==> src/rtl/text_pkg.sv <==
// rtl/text_pkg.sv - shared text-mode definitions for the serializer and the upstream pixel generator
// Contents: serializer state enum, glyph cell geometry (CHAR_WIDTH x CHAR_HEIGHT).
package text_pkg;

    localparam int CHAR_WIDTH  = 8;
    localparam int CHAR_HEIGHT = 16;

    typedef enum logic [1:0] {
        ST_IDLE  = 2'd0,
        ST_PRIME = 2'd1,
        ST_RUN   = 2'd2
    } text_state_e;

endpackage

==> src/rtl/text_pixel_serializer.sv <==
// rtl/text_pixel_serializer.sv - shifts font row bytes out as one text pixel per pix_ce
// Ports:
//   clk, reset                 : clock, synchronous active-high reset
//   pix_ce, line_active        : pixel strobe and text-area qualifier
//   frame_start                : restart pulse, ahead of the first text pixel
//   cur_pixels, cur_char       : font row byte and character code from the generator
//   toggle_restart/toggle_next : handshake toggles back to the generator
//   pixel_out, pixel_valid     : serialized pixel and its one-clk qualifier
//   char_out, underrun         : code being shifted, load-before-ready pulse
//   cursor_col, cursor_row     : cursor cell (only with TEXT_CURSOR_EN defined)
// Optional feature macro: TEXT_CURSOR_EN (blinking block cursor).
module text_pixel_serializer
    import text_pkg::*;
#(
    parameter int TEXT_WIDTH    = 60,
    parameter int TEXT_HEIGHT   = 20,
    parameter int FETCH_LATENCY = 4
) (
    input  logic       clk,
    input  logic       reset,
    input  logic       pix_ce,
    input  logic       frame_start,
    input  logic       line_active,
    input  logic [7:0] cur_pixels,
    input  logic [7:0] cur_char,
    output logic       toggle_restart,
    output logic       toggle_next,
    output logic       pixel_out,
    output logic       pixel_valid,
    output logic [7:0] char_out,
    output logic       underrun
`ifdef TEXT_CURSOR_EN
    ,
    input  logic [5:0] cursor_col,
    input  logic [4:0] cursor_row
`endif
);

    localparam int BW = $clog2(CHAR_WIDTH);
    localparam int PW = (FETCH_LATENCY < 1) ? 1 : $clog2(FETCH_LATENCY + 1);
    localparam logic [PW-1:0] PRIME_LOAD = PW'(FETCH_LATENCY);

    // The cursor counters are 6/5 bits wide; refuse geometries they cannot address.
    generate
        if (TEXT_WIDTH < 1 || TEXT_WIDTH > 64 || TEXT_HEIGHT < 1 || TEXT_HEIGHT > 32) begin : g_bad_geometry
            $error("text_pixel_serializer: text geometry outside 64x32 cell range");
        end
    endgenerate

    text_state_e           state;
    logic [PW-1:0]         prime_cnt;
    logic [BW-1:0]         bit_cnt;
    logic [CHAR_WIDTH-1:0] shift;

    logic pixel_act;
    logic char_load;
    logic data_ready;
    logic load_xor;
    logic hold_xor;

    assign pixel_act  = pix_ce & line_active;
    assign char_load  = pixel_act & (bit_cnt == '0);
    // Data is only trusted once the priming window after frame_start has elapsed.
    assign data_ready = (state == ST_RUN);

`ifdef TEXT_CURSOR_EN
    logic [5:0] col_cnt;
    logic [4:0] row_cnt;
    logic [3:0] prow_cnt;
    logic       was_active;
    logic [4:0] frame_cnt;
    logic       blink;
    logic       cell_hit_q;
    logic       cell_match;

    assign cell_match = (col_cnt == cursor_col) && (row_cnt == cursor_row);
    assign load_xor   = blink & cell_match;
    assign hold_xor   = blink & cell_hit_q;

    always_ff @(posedge clk) begin
        if (reset) begin
            col_cnt    <= '0;
            row_cnt    <= '0;
            prow_cnt   <= '0;
            was_active <= 1'b0;
            frame_cnt  <= '0;
            blink      <= 1'b0;
            cell_hit_q <= 1'b0;
        end else if (frame_start) begin
            col_cnt    <= '0;
            row_cnt    <= '0;
            prow_cnt   <= '0;
            was_active <= 1'b0;
            cell_hit_q <= 1'b0;
            frame_cnt  <= frame_cnt + 5'd1;
            // Flip on the pulse that starts each 32-frame block, so the very
            // first frame after reset already shows the cursor.
            if (frame_cnt == 5'd0) begin
                blink <= ~blink;
            end
        end else if (pix_ce) begin
            if (line_active) begin
                was_active <= 1'b1;
                if (bit_cnt == '0) begin
                    // Underrun characters are blanked, cursor included.
                    cell_hit_q <= cell_match & data_ready;
                    col_cnt    <= (col_cnt == 6'(TEXT_WIDTH - 1)) ? 6'd0 : col_cnt + 6'd1;
                end
            end else if (was_active) begin
                // First inactive pixel after a text run marks the end of a pixel line.
                was_active <= 1'b0;
                col_cnt    <= '0;
                if (prow_cnt == 4'(CHAR_HEIGHT - 1)) begin
                    prow_cnt <= '0;
                    row_cnt  <= (row_cnt == 5'(TEXT_HEIGHT - 1)) ? 5'd0 : row_cnt + 5'd1;
                end else begin
                    prow_cnt <= prow_cnt + 4'd1;
                end
            end
        end
    end
`else
    assign load_xor = 1'b0;
    assign hold_xor = 1'b0;
`endif

    always_ff @(posedge clk) begin
        if (reset) begin
            state          <= ST_IDLE;
            prime_cnt      <= '0;
            bit_cnt        <= '0;
            shift          <= '0;
            toggle_restart <= 1'b0;
            toggle_next    <= 1'b0;
            pixel_out      <= 1'b0;
            pixel_valid    <= 1'b0;
            char_out       <= 8'h00;
            underrun       <= 1'b0;
        end else begin
            pixel_valid <= 1'b0;
            underrun    <= 1'b0;

            if (frame_start) begin
                // Restart beats a coincident load: nothing is consumed this clk.
                toggle_restart <= ~toggle_restart;
                bit_cnt        <= '0;
                prime_cnt      <= PRIME_LOAD;
                state          <= ST_PRIME;
            end else begin
                if (state == ST_PRIME) begin
                    if (prime_cnt <= PW'(1)) begin
                        prime_cnt <= '0;
                        state     <= ST_RUN;
                    end else begin
                        prime_cnt <= prime_cnt - PW'(1);
                    end
                end

                if (pixel_act) begin
                    pixel_valid <= 1'b1;
                    if (char_load) begin
                        char_out    <= cur_char;
                        toggle_next <= ~toggle_next;
                        bit_cnt     <= BW'(1);
                        if (data_ready) begin
                            pixel_out <= cur_pixels[CHAR_WIDTH-1] ^ load_xor;
                            shift     <= {cur_pixels[CHAR_WIDTH-2:0], 1'b0};
                        end else begin
                            underrun  <= 1'b1;
                            pixel_out <= 1'b0;
                            shift     <= '0;
                        end
                    end else begin
                        pixel_out <= shift[CHAR_WIDTH-1] ^ hold_xor;
                        shift     <= {shift[CHAR_WIDTH-2:0], 1'b0};
                        bit_cnt   <= bit_cnt + BW'(1);
                    end
                end else if (pix_ce) begin
                    // Line end: drop any partly shifted character.
                    bit_cnt <= '0;
                end
            end
        end
    end

endmodule
==> config.mk <==
export PLATFORM = sky130hd
export DESIGN_NAME = text_pixel_serializer
export DESIGN_NICKNAME = d
export VERILOG_FILES = /design/src/rtl/text_pkg.sv /design/src/rtl/text_pixel_serializer.sv
export SDC_FILE = /design/constraint.sdc
export NUM_CORES = 1
export LEC_CHECK = 0
export CAP_MARGIN = 10
export CELL_PAD_IN_SITES_DETAIL_PLACEMENT = 1
export CELL_PAD_IN_SITES_GLOBAL_PLACEMENT = 1
export CORE_ASPECT_RATIO = 1.2
export CORE_MARGIN = 4
export CORE_UTILIZATION = 37
export DETAILED_ROUTE_END_ITERATION = 8
export GPL_TIMING_DRIVEN = 0
export PLACE_DENSITY = 0.86
export SYNTH_ARGS = -nofsm -noshare
export SYNTH_HDL_FRONTEND = slang
export SYNTH_SLANG_ARGS = --single-unit
==> constraint.sdc <==
create_clock -name clk -period 2.8 [get_ports clk]
set_clock_uncertainty 0.05 [all_clocks]
set_input_delay 0.7 -clock clk [delete_from_list [all_inputs] [get_ports clk]]
set_output_delay 0.7 -clock clk [all_outputs]
set_load 0.02 [all_outputs]
### After elaboration in Yosys (flattened, before gate mapping)

Cells that the tools add are included.

* equality and inequality tests: 2
* $add $sub $neg: 2
* reductions and logical operators: 10
* order comparisons: 1
* muxes and demuxes: 15
* bitwise logic cells: 7

Operators with widths (number)
* $mux 3: 6
* $mux 8: 2
* $mux 1: 7
* $reduce_and 2->1: 3
* $reduce_bool 2->1: 3
* $not 1->1: 5
* $reduce_or 4->1: 1
* $add 3x1->3 const B: 1
* $le 3x1->1 const B: 1
* $logic_not 3->1: 1
* $reduce_and 3->1: 1
* $sub 3x1->3 const B: 1
* $and 1x1->1: 2
* $eq 2x1->1 const B: 1
* $eq 2x2->1 const B: 1
* $reduce_or 2->1: 1

* bits in registers: 29
* input bits: 21
* output and inout bits: 13
* word-level logic and storage cells: 49

### Logic depth before layout (Yosys ltp)

Gate-level depths: netlist (run 1).

* depth after elaboration: 4
* mapped depth: 7
* depth with buffers taken out: 5

### Worst setup path before layout (run 1)

Ideal clock, no wire load.

* path kind: input-to-reg
* start point: in frame_start
* end point: reg char_out[0]
* data required time: 2.618 ns
* arrival time: 1.467 ns
* path slack: 1.151 ns
* cell stages on the path: 5
* cells stage by stage: buf_6 nand3b_2 buf_2 o21ai_0 a21oi_1

* longest elaborated chain between the ends: 2

Ends and longest elaborated chain
* start: declaration: line text_pixel_serializer.sv:22 `input logic frame_start,`
* $not 1->1 (no source line)
* $reduce_and 3->1 (no source line)
* end signal: assignment: line text_pixel_serializer.sv:162 `char_out <= cur_char;`
* end: declaration: line text_pixel_serializer.sv:30 `output logic [7:0] char_out,`

Every way passes these cells.
A chain may end at the register's enable or synchronous reset.

### Worst setup path in the final report (run 1)

* start point: reg toggle_restart
* end point: out toggle_restart

RTL lines
* start: declaration: line text_pixel_serializer.sv:26 `output logic toggle_restart,`
* start signal: assignment: line text_pixel_serializer.sv:145 `toggle_restart <= ~toggle_restart;`

No word-level cell between the ends.

==> results.sh, run 1 <==
export IMPL_num_rows=22
export IMPL_wire_per_inst_um=16.1
export IMPL_rsz0062_at_grt="false"
export IMPL_dp_cells=206
export IMPL_avgSynthCellArea_um2=8.99
export IMPL_drtAntennaViolNets=0
export IMPL_setup_tns_ns=0
export IMPL_numPortBuffers=32
export IMPL_cts_buffer_depth=2
export IMPL_drtIter0Drc=40
export IMPL_coreArea_um2=3140
export IMPL_synth_area_leader_cell="dfxtp_1"
export IMPL_most_common_layout_cells="32 x clkdlybuf4s50_1, 28 x dfxtp_1, 13 x a21oi_1, 13 x nor2_1, 10 x o21ai_0"
export IMPL_final_layout_size_suffix_gt1_share_pct=8.62
export IMPL_cts_inserted_buffers=3
export IMPL_arrival_ns=1.35
export IMPL_cp_start_kind="flop"
export IMPL_layout_commonest_cell="clkdlybuf4s50_1"
export IMPL_setup_viol=0
export IMPL_drt_first_pass_iters=4
export IMPL_critPathTopFamily="buffers and inverters"
export IMPL_peakVddDrop_v=0.000281
export IMPL_hold_path_class="flop to flop"
export IMPL_synthTopCellsByArea="dfxtp_1 45%, nand4b_1 5.6%, a21oi_1 5.2%"
export IMPL_drc=0
export IMPL_syn_nets=163
export IMPL_cp_cell_sequence="clkdlybuf4s50_1"
export IMPL_initial_core_util_pct=39.6
export IMPL_finalMaxSlewViolations=0
export IMPL_cellLeakagePower_nw=0.584
export IMPL_grtUsageTotal_pct=16.9
export IMPL_clkTransAtPathRegs_ns=0.15
export IMPL_synthArstFlopShare_pct=0
export IMPL_min_to="shift[1]$_SDFFE_PP0P_"
export IMPL_ys_types=34
export IMPL_ys_flop_type="dfxtp_1"
export IMPL_area_growth_syn_to_layout_pct=32.4
export IMPL_relSlewSlack_pct=66.0
export IMPL_met1_length_um=1400
export IMPL_cts_root_buffer="clkbuf_4"
export IMPL_path_buf_inv=1
export IMPL_worstSetupEndpointType="primary output"
export IMPL_met3_wirelength_um=151
export IMPL_status="completed"
export IMPL_synthCells=138
export IMPL_synthesis_area_um2=1240
export IMPL_die_y_um=71.4
export IMPL_via_per_inst=5.59
export IMPL_ys_ff_latch=28
export IMPL_post_cts_buffers=0
export IMPL_ff2ff_setup_slack_ns=1.10
export IMPL_num_vias=1174
export IMPL_yosys_warnings=0
export IMPL_slowest_stage="clkdlybuf4s50_1"
export IMPL_cap_violations=0
export IMPL_layout_worst_path_cycle_share_pct=74.9
export IMPL_worstHoldPathCells=2
export IMPL_clock_sinks=28
export IMPL_r2r_end="shift[4]$_SDFFE_PP0P_"
export IMPL_die_area_um2=4350
export IMPL_num_io_pins=34
export IMPL_startpoint="toggle_restart$_SDFFE_PP0P_"
export IMPL_synth_top_area_share_pct=45.2
export IMPL_finish_net_count=200
export IMPL_cts_tree="yes"
export IMPL_gp_congestion=0.755
export IMPL_critical_path_max_fanout=2
export IMPL_critical_path_class="flop to primary output"
export IMPL_post_cts_resized=0
export IMPL_cp_required_ns=2.05
export IMPL_r2r_worst_path_cells=7
export IMPL_tightest_slew_ns=0.510
export IMPL_grt_max_degree=16
export IMPL_fp_dieW_um=60.9
export IMPL_n_antenna_cell=0
export IMPL_dpl_hpwl_um=2480
export IMPL_min_from="shift[1]$_SDFFE_PP0P_"
export IMPL_stdcell_count=210
export IMPL_antenna_found_initial=0
export IMPL_cts_max_level=1
export IMPL_first_global_vias=1292
export IMPL_crit_path_max_incr_delay_ns=0.63
export IMPL_power_density_nw_per_um2=454
export IMPL_synth_edf_count=0
export IMPL_fin_crit_ns=2.10
export IMPL_wl_met2_um=1780
export IMPL_final_hold_viol_count=0
export IMPL_fill_cells=375
export IMPL_postCtsHoldBufs=0
export IMPL_grt_overflow_total=0
export IMPL_synth_seq_area_share_pct=45.2
export IMPL_wl_um=3370
export IMPL_fmax_ghz=0.477
export IMPL_clkLatencyLatePin_ns=0.33
export IMPL_grt_pass1_wl_um=5780
export IMPL_highest_layer="met4"
export IMPL_r2r_start="bit_cnt[0]$_SDFFE_PP0P_"
==> stage by stage <==
step                      utilization (%)  setup WS, ns  cell area, µm²  power [mW]  hold WS [ns]
after floorplan                         -          1.15            1240       0.489         0.382
after global placement               51.2         0.616            1610       0.544         0.392
after detailed placement             51.2         0.556            1610       0.550         0.412
after CTS                            52.4         0.710            1640       0.746         0.432
after global routing                 52.4         0.674            1640       0.770         0.451
final                                52.4         0.704            1640       0.746         0.425
==> synthesized netlist by cell type, drive strengths merged, types with 2 or more instances <==
cell type  number
nor2b           2
clkbuf          5
nand2           5
o21ai          10
buf             6
nand3           3
nand4b          8
o31ai           2
a21oi          13
inv             6
ha              4
nor3            9
nor2           13
dfxtp          28
a221oi          7
nand2b          2
==> report_power, final <==
| group | switching, mW | internal, mW | leakage [nW] |
|---|---|---|---|
| Clock | 0.125 | 0.0797 | 0.0210 |
| Sequential | 0.0107 | 0.414 | 0.228 |
| Combinational | 0.0572 | 0.0594 | 0.335 |
| Total | 0.193 | 0.553 | 0.584 |
==> registers in the layout, summed over array words and instances (netlist names) <==
register,cells
shift,7
state,2
pixel_valid,1
bit_cnt,3
pixel_out,1
underrun,1
prime_cnt,3
char_out,8
toggle_restart,1
toggle_next,1
==> per-layer routing <==
metal	vias up	global-route usage, %
li1	575	-
met1	570	19.6
met2	24	31.3
met3	5	2.34
met4	0	4.82
met5	-	0
==> worst max-delay path by stage <==
stage	to	slack, ns	cells after the start
2_1_floorplan	char_out[0]$_SDFFE_PP0P_	1.15	5
3_3_place_gp	char_out[1]$_SDFFE_PP0P_	0.62	5
3_5_place_dp	char_out[0]$_SDFFE_PP0P_	0.56	5
4_1_cts	toggle_restart	0.71	1
5_1_grt	toggle_restart	0.67	1
6_report	toggle_restart	0.70	1
==> area by class of cell <==
class | instances | area (µm²) | area share, %
repair buffers | 32 | 320 | 19.5
multi-input cells | 93 | 601 | 36.6
plain buffers | 11 | 57.6 | 3.50
clock buffers | 4 | 36.3 | 2.21
inverters | 6 | 22.5 | 1.37
flip-flops and latches | 28 | 561 | 34.1
well taps | 36 | 45.0 | 2.74
==> cell families (layout without fill, tap and decap cells) <==
family / after synthesis / in the layout / share of synthesized area [%]
flip-flops: 28 / 28 / 45.2
AND/OR/NAND/NOR: 51 / 51 / 24.2
XOR/XNOR: 1 / 1 / 0.706
AO/OA/AOI/OAI: 37 / 37 / 19.5
adder cells (fa/ha/maj): 4 / 4 / 4.03
buffers and inverters: 17 / 53 / 6.45
Power figures use the tool's default switching activity.
==> run 2: changes to the inputs <==
Settings changed: CORE_UTILIZATION 37 to 31, PLACE_DENSITY 0.86 to 0.78.
Clock period 2.8 ns to 1.8 ns, I/O delays scaled along.
==> results.sh, run 2 (synthesis gave the netlist of run 1 again) <==
export IMPL_status="completed"
export IMPL_clkLatencyLatePin_ns=0.27
export IMPL_layout_commonest_cell="clkdlybuf4s50_1"
export IMPL_met2_usage_pct=23.4
export IMPL_finalMaxSlewViolations=0
export IMPL_path_buf_inv=1
export IMPL_cp_start_kind="flop"
export IMPL_layout_worst_path_cycle_share_pct=97.3
export IMPL_coreArea_um2=3750
export IMPL_num_io_pins=34
export IMPL_numPortBuffers=32
export IMPL_critical_path_class="flop to primary output"
export IMPL_reg_largest_list="char_out x8, shift x7"
export IMPL_fp_dieW_um=65.8
export IMPL_post_cts_buffers=0
export IMPL_grt_met1_usage_pct=17.3
export IMPL_drtAntennaViolNets=0
export IMPL_via_per_inst=5.10
export IMPL_cts_root_buffer="clkbuf_8"
export IMPL_finish_net_count=200
export IMPL_relSlewSlack_pct=67.9
export IMPL_rsz0062_at_grt="false"
export IMPL_n_antenna_cell=0
export IMPL_clock_sinks=28
export IMPL_critPathTopFamily="buffers and inverters"
export IMPL_min_to="toggle_restart$_SDFFE_PP0P_"
export IMPL_crit_path_max_incr_delay_ns=0.62
export IMPL_cts_inserted_buffers=3
export IMPL_grt_busiest_layer="met2"
export IMPL_power_density_nw_per_um2=779
export IMPL_finalPower_mw=1.33
export IMPL_r2r_start="bit_cnt[0]$_SDFFE_PP0P_"
export IMPL_num_rows=24
export IMPL_cts_max_level=1
export IMPL_drt_first_pass_iters=4
export IMPL_stdcell_count=226
export IMPL_final_hold_viol_count=0
export IMPL_r2r_end="shift[7]$_SDFFE_PP0P_"
export IMPL_num_vias=1152
export IMPL_area_growth_syn_to_layout_pct=38.0
export IMPL_min_from="frame_start"
export IMPL_hold_path_class="input port to flop"
export IMPL_setup_viol=0
export IMPL_antenna_found_initial=0
export IMPL_grt_max_degree=17
export IMPL_wl_um=3350
export IMPL_grt_pass1_wl_um=5600
export IMPL_critical_path_max_fanout=3
export IMPL_dpl_hpwl_um=2550
export IMPL_gp_congestion=0.789
export IMPL_fin_crit_ns=1.75
export IMPL_peakVddDrop_v=0.000289
export IMPL_most_common_layout_cells="31 x clkdlybuf4s50_1, 28 x dfxtp_1, 13 x a21oi_1, 13 x nor2_1, 10 x o21ai_0"
export IMPL_drc=0
export IMPL_fmax_ghz=0.571
export IMPL_cts_tree="yes"
export IMPL_die_y_um=77.3
export IMPL_tightest_slew_ns=0.482
export IMPL_largest_register_ffs=8
export IMPL_arrival_ns=1.25
export IMPL_cap_violations=0
export IMPL_final_layout_size_suffix_gt1_share_pct=9.20
export IMPL_worstSetupEndpointType="primary output"
export IMPL_cp_cell_sequence="clkdlybuf4s50_1"
export IMPL_r2r_worst_path_cells=7
export IMPL_ff2ff_setup_slack_ns=0.13
export IMPL_initial_core_util_pct=33.1
export IMPL_first_global_vias=1173
export IMPL_drtIter0Drc=54
export IMPL_grt_overflow_total=0
export IMPL_regMostFlops="char_out"
export IMPL_die_area_um2=5080
export IMPL_cp_required_ns=1.30
export IMPL_dp_cells=222
export IMPL_use_met3_pct=2.78
export IMPL_cts_buffer_depth=2
export IMPL_cellLeakagePower_nw=0.621
export IMPL_grtUsageTotal_pct=13.6
export IMPL_wire_per_inst_um=14.8
export IMPL_slowest_stage="clkdlybuf4s50_1"
export IMPL_clkTransAtPathRegs_ns=0.10
export IMPL_worstHoldPathCells=3
-- run 2: cell types whose count changed in the layout (fill, tap and decap cells not counted) --
cell	previous run	this run
clkbuf_4	3	0
clkbuf_8	1	3
buf_2	4	3
buf_4	1	2
bufinv_16	0	1
clkbuf_1	5	4
clkbuf_2	0	1
clkdlybuf4s50_1	32	31
dlymetal6s2s_1	0	1
nand3b_2	1	0
nand3b_4	0	1
-- run 2: what timing repair did --
item,in CTS,in global routing
setup endpoints to repair,0,10
hold buffers,0,0
gates resized for setup,0,5
-- run 2: tightest hold or removal path, delay by kind of cell --
kind,cells,cell delay [ns]
buffers and inverters,1,0.11
AND/OR/NAND/NOR,1,0.07
XOR/XNOR,1,0.07
-- run 2: final cells by class --
cell class / count / area, µm²
tap: 52 / 65.1
inverter: 6 / 22.5
clock inverter: 1 / 30.0
sequential: 28 / 561
clock buffer: 3 / 41.3
multi-input combinational: 93 / 609
fill: 451 / 2040
timing repair buffer: 32 / 323
buffer: 11 / 61.3
-- run 2: per-stage QoR --
stage | instance area, µm² | hold WS, ns | setup slack (ns) | util, % | TNS [ns]
6_report | 1710 | 0.415 | 0.0483 | 45.6 | 0
4_1_cts | 1700 | 0.408 | 0.0409 | 45.2 | 0
2_1_floorplan | 1240 | 0.382 | 0.321 | - | 0
3_3_place_gp | 1630 | 0.395 | -0.149 | 43.3 | -1.86
3_5_place_dp | 1630 | 0.419 | -0.201 | 43.3 | -2.66
5_1_grt | 1710 | 0.418 | 0.00384 | 45.6 | 0
-- run 2: report_power, final --
part / leakage (nW) / switching (mW) / internal (mW)
logic: 0.357 / 0.0883 / 0.0936
registers: 0.228 / 0.0166 / 0.643
clock network: 0.0357 / 0.194 / 0.297
-- run 2: worst max-delay path by stage --
stage / from / endpoint / slack [ns] / cells past startpoint
after floorplan: bit_cnt[0]$_SDFFE_PP0P_ / pixel_out$_SDFFE_PP0P_ / 0.32 / 7
after global placement: pix_ce / char_out[2]$_SDFFE_PP0P_ / -0.15 / 6
after CTS: toggle_next$_SDFFE_PP0P_ / toggle_next / 0.04 / 1
after global routing: bit_cnt[0]$_SDFFE_PP0P_ / shift[5]$_SDFFE_PP0P_ / 0.004 / 7
after detailed placement: pix_ce / char_out[3]$_SDFFE_PP0P_ / -0.20 / 5
final: toggle_next$_SDFFE_PP0P_ / toggle_next / 0.05 / 1
-- run 2: layer usage --
layer | vias up | share of wire (%)
met4 | 0 | 1.1
met2 | 25 | 52
met5 | - | 0
met1 | 548 | 42
li1 | 575 | -
met3 | 4 | 4.8
==> run 3: changes to the inputs <==
Settings changed: GPL_ROUTABILITY_DRIVEN set to 0.
==> results of run 3 <==
The final DEF is identical to that of run 2; final timing and power are the same.
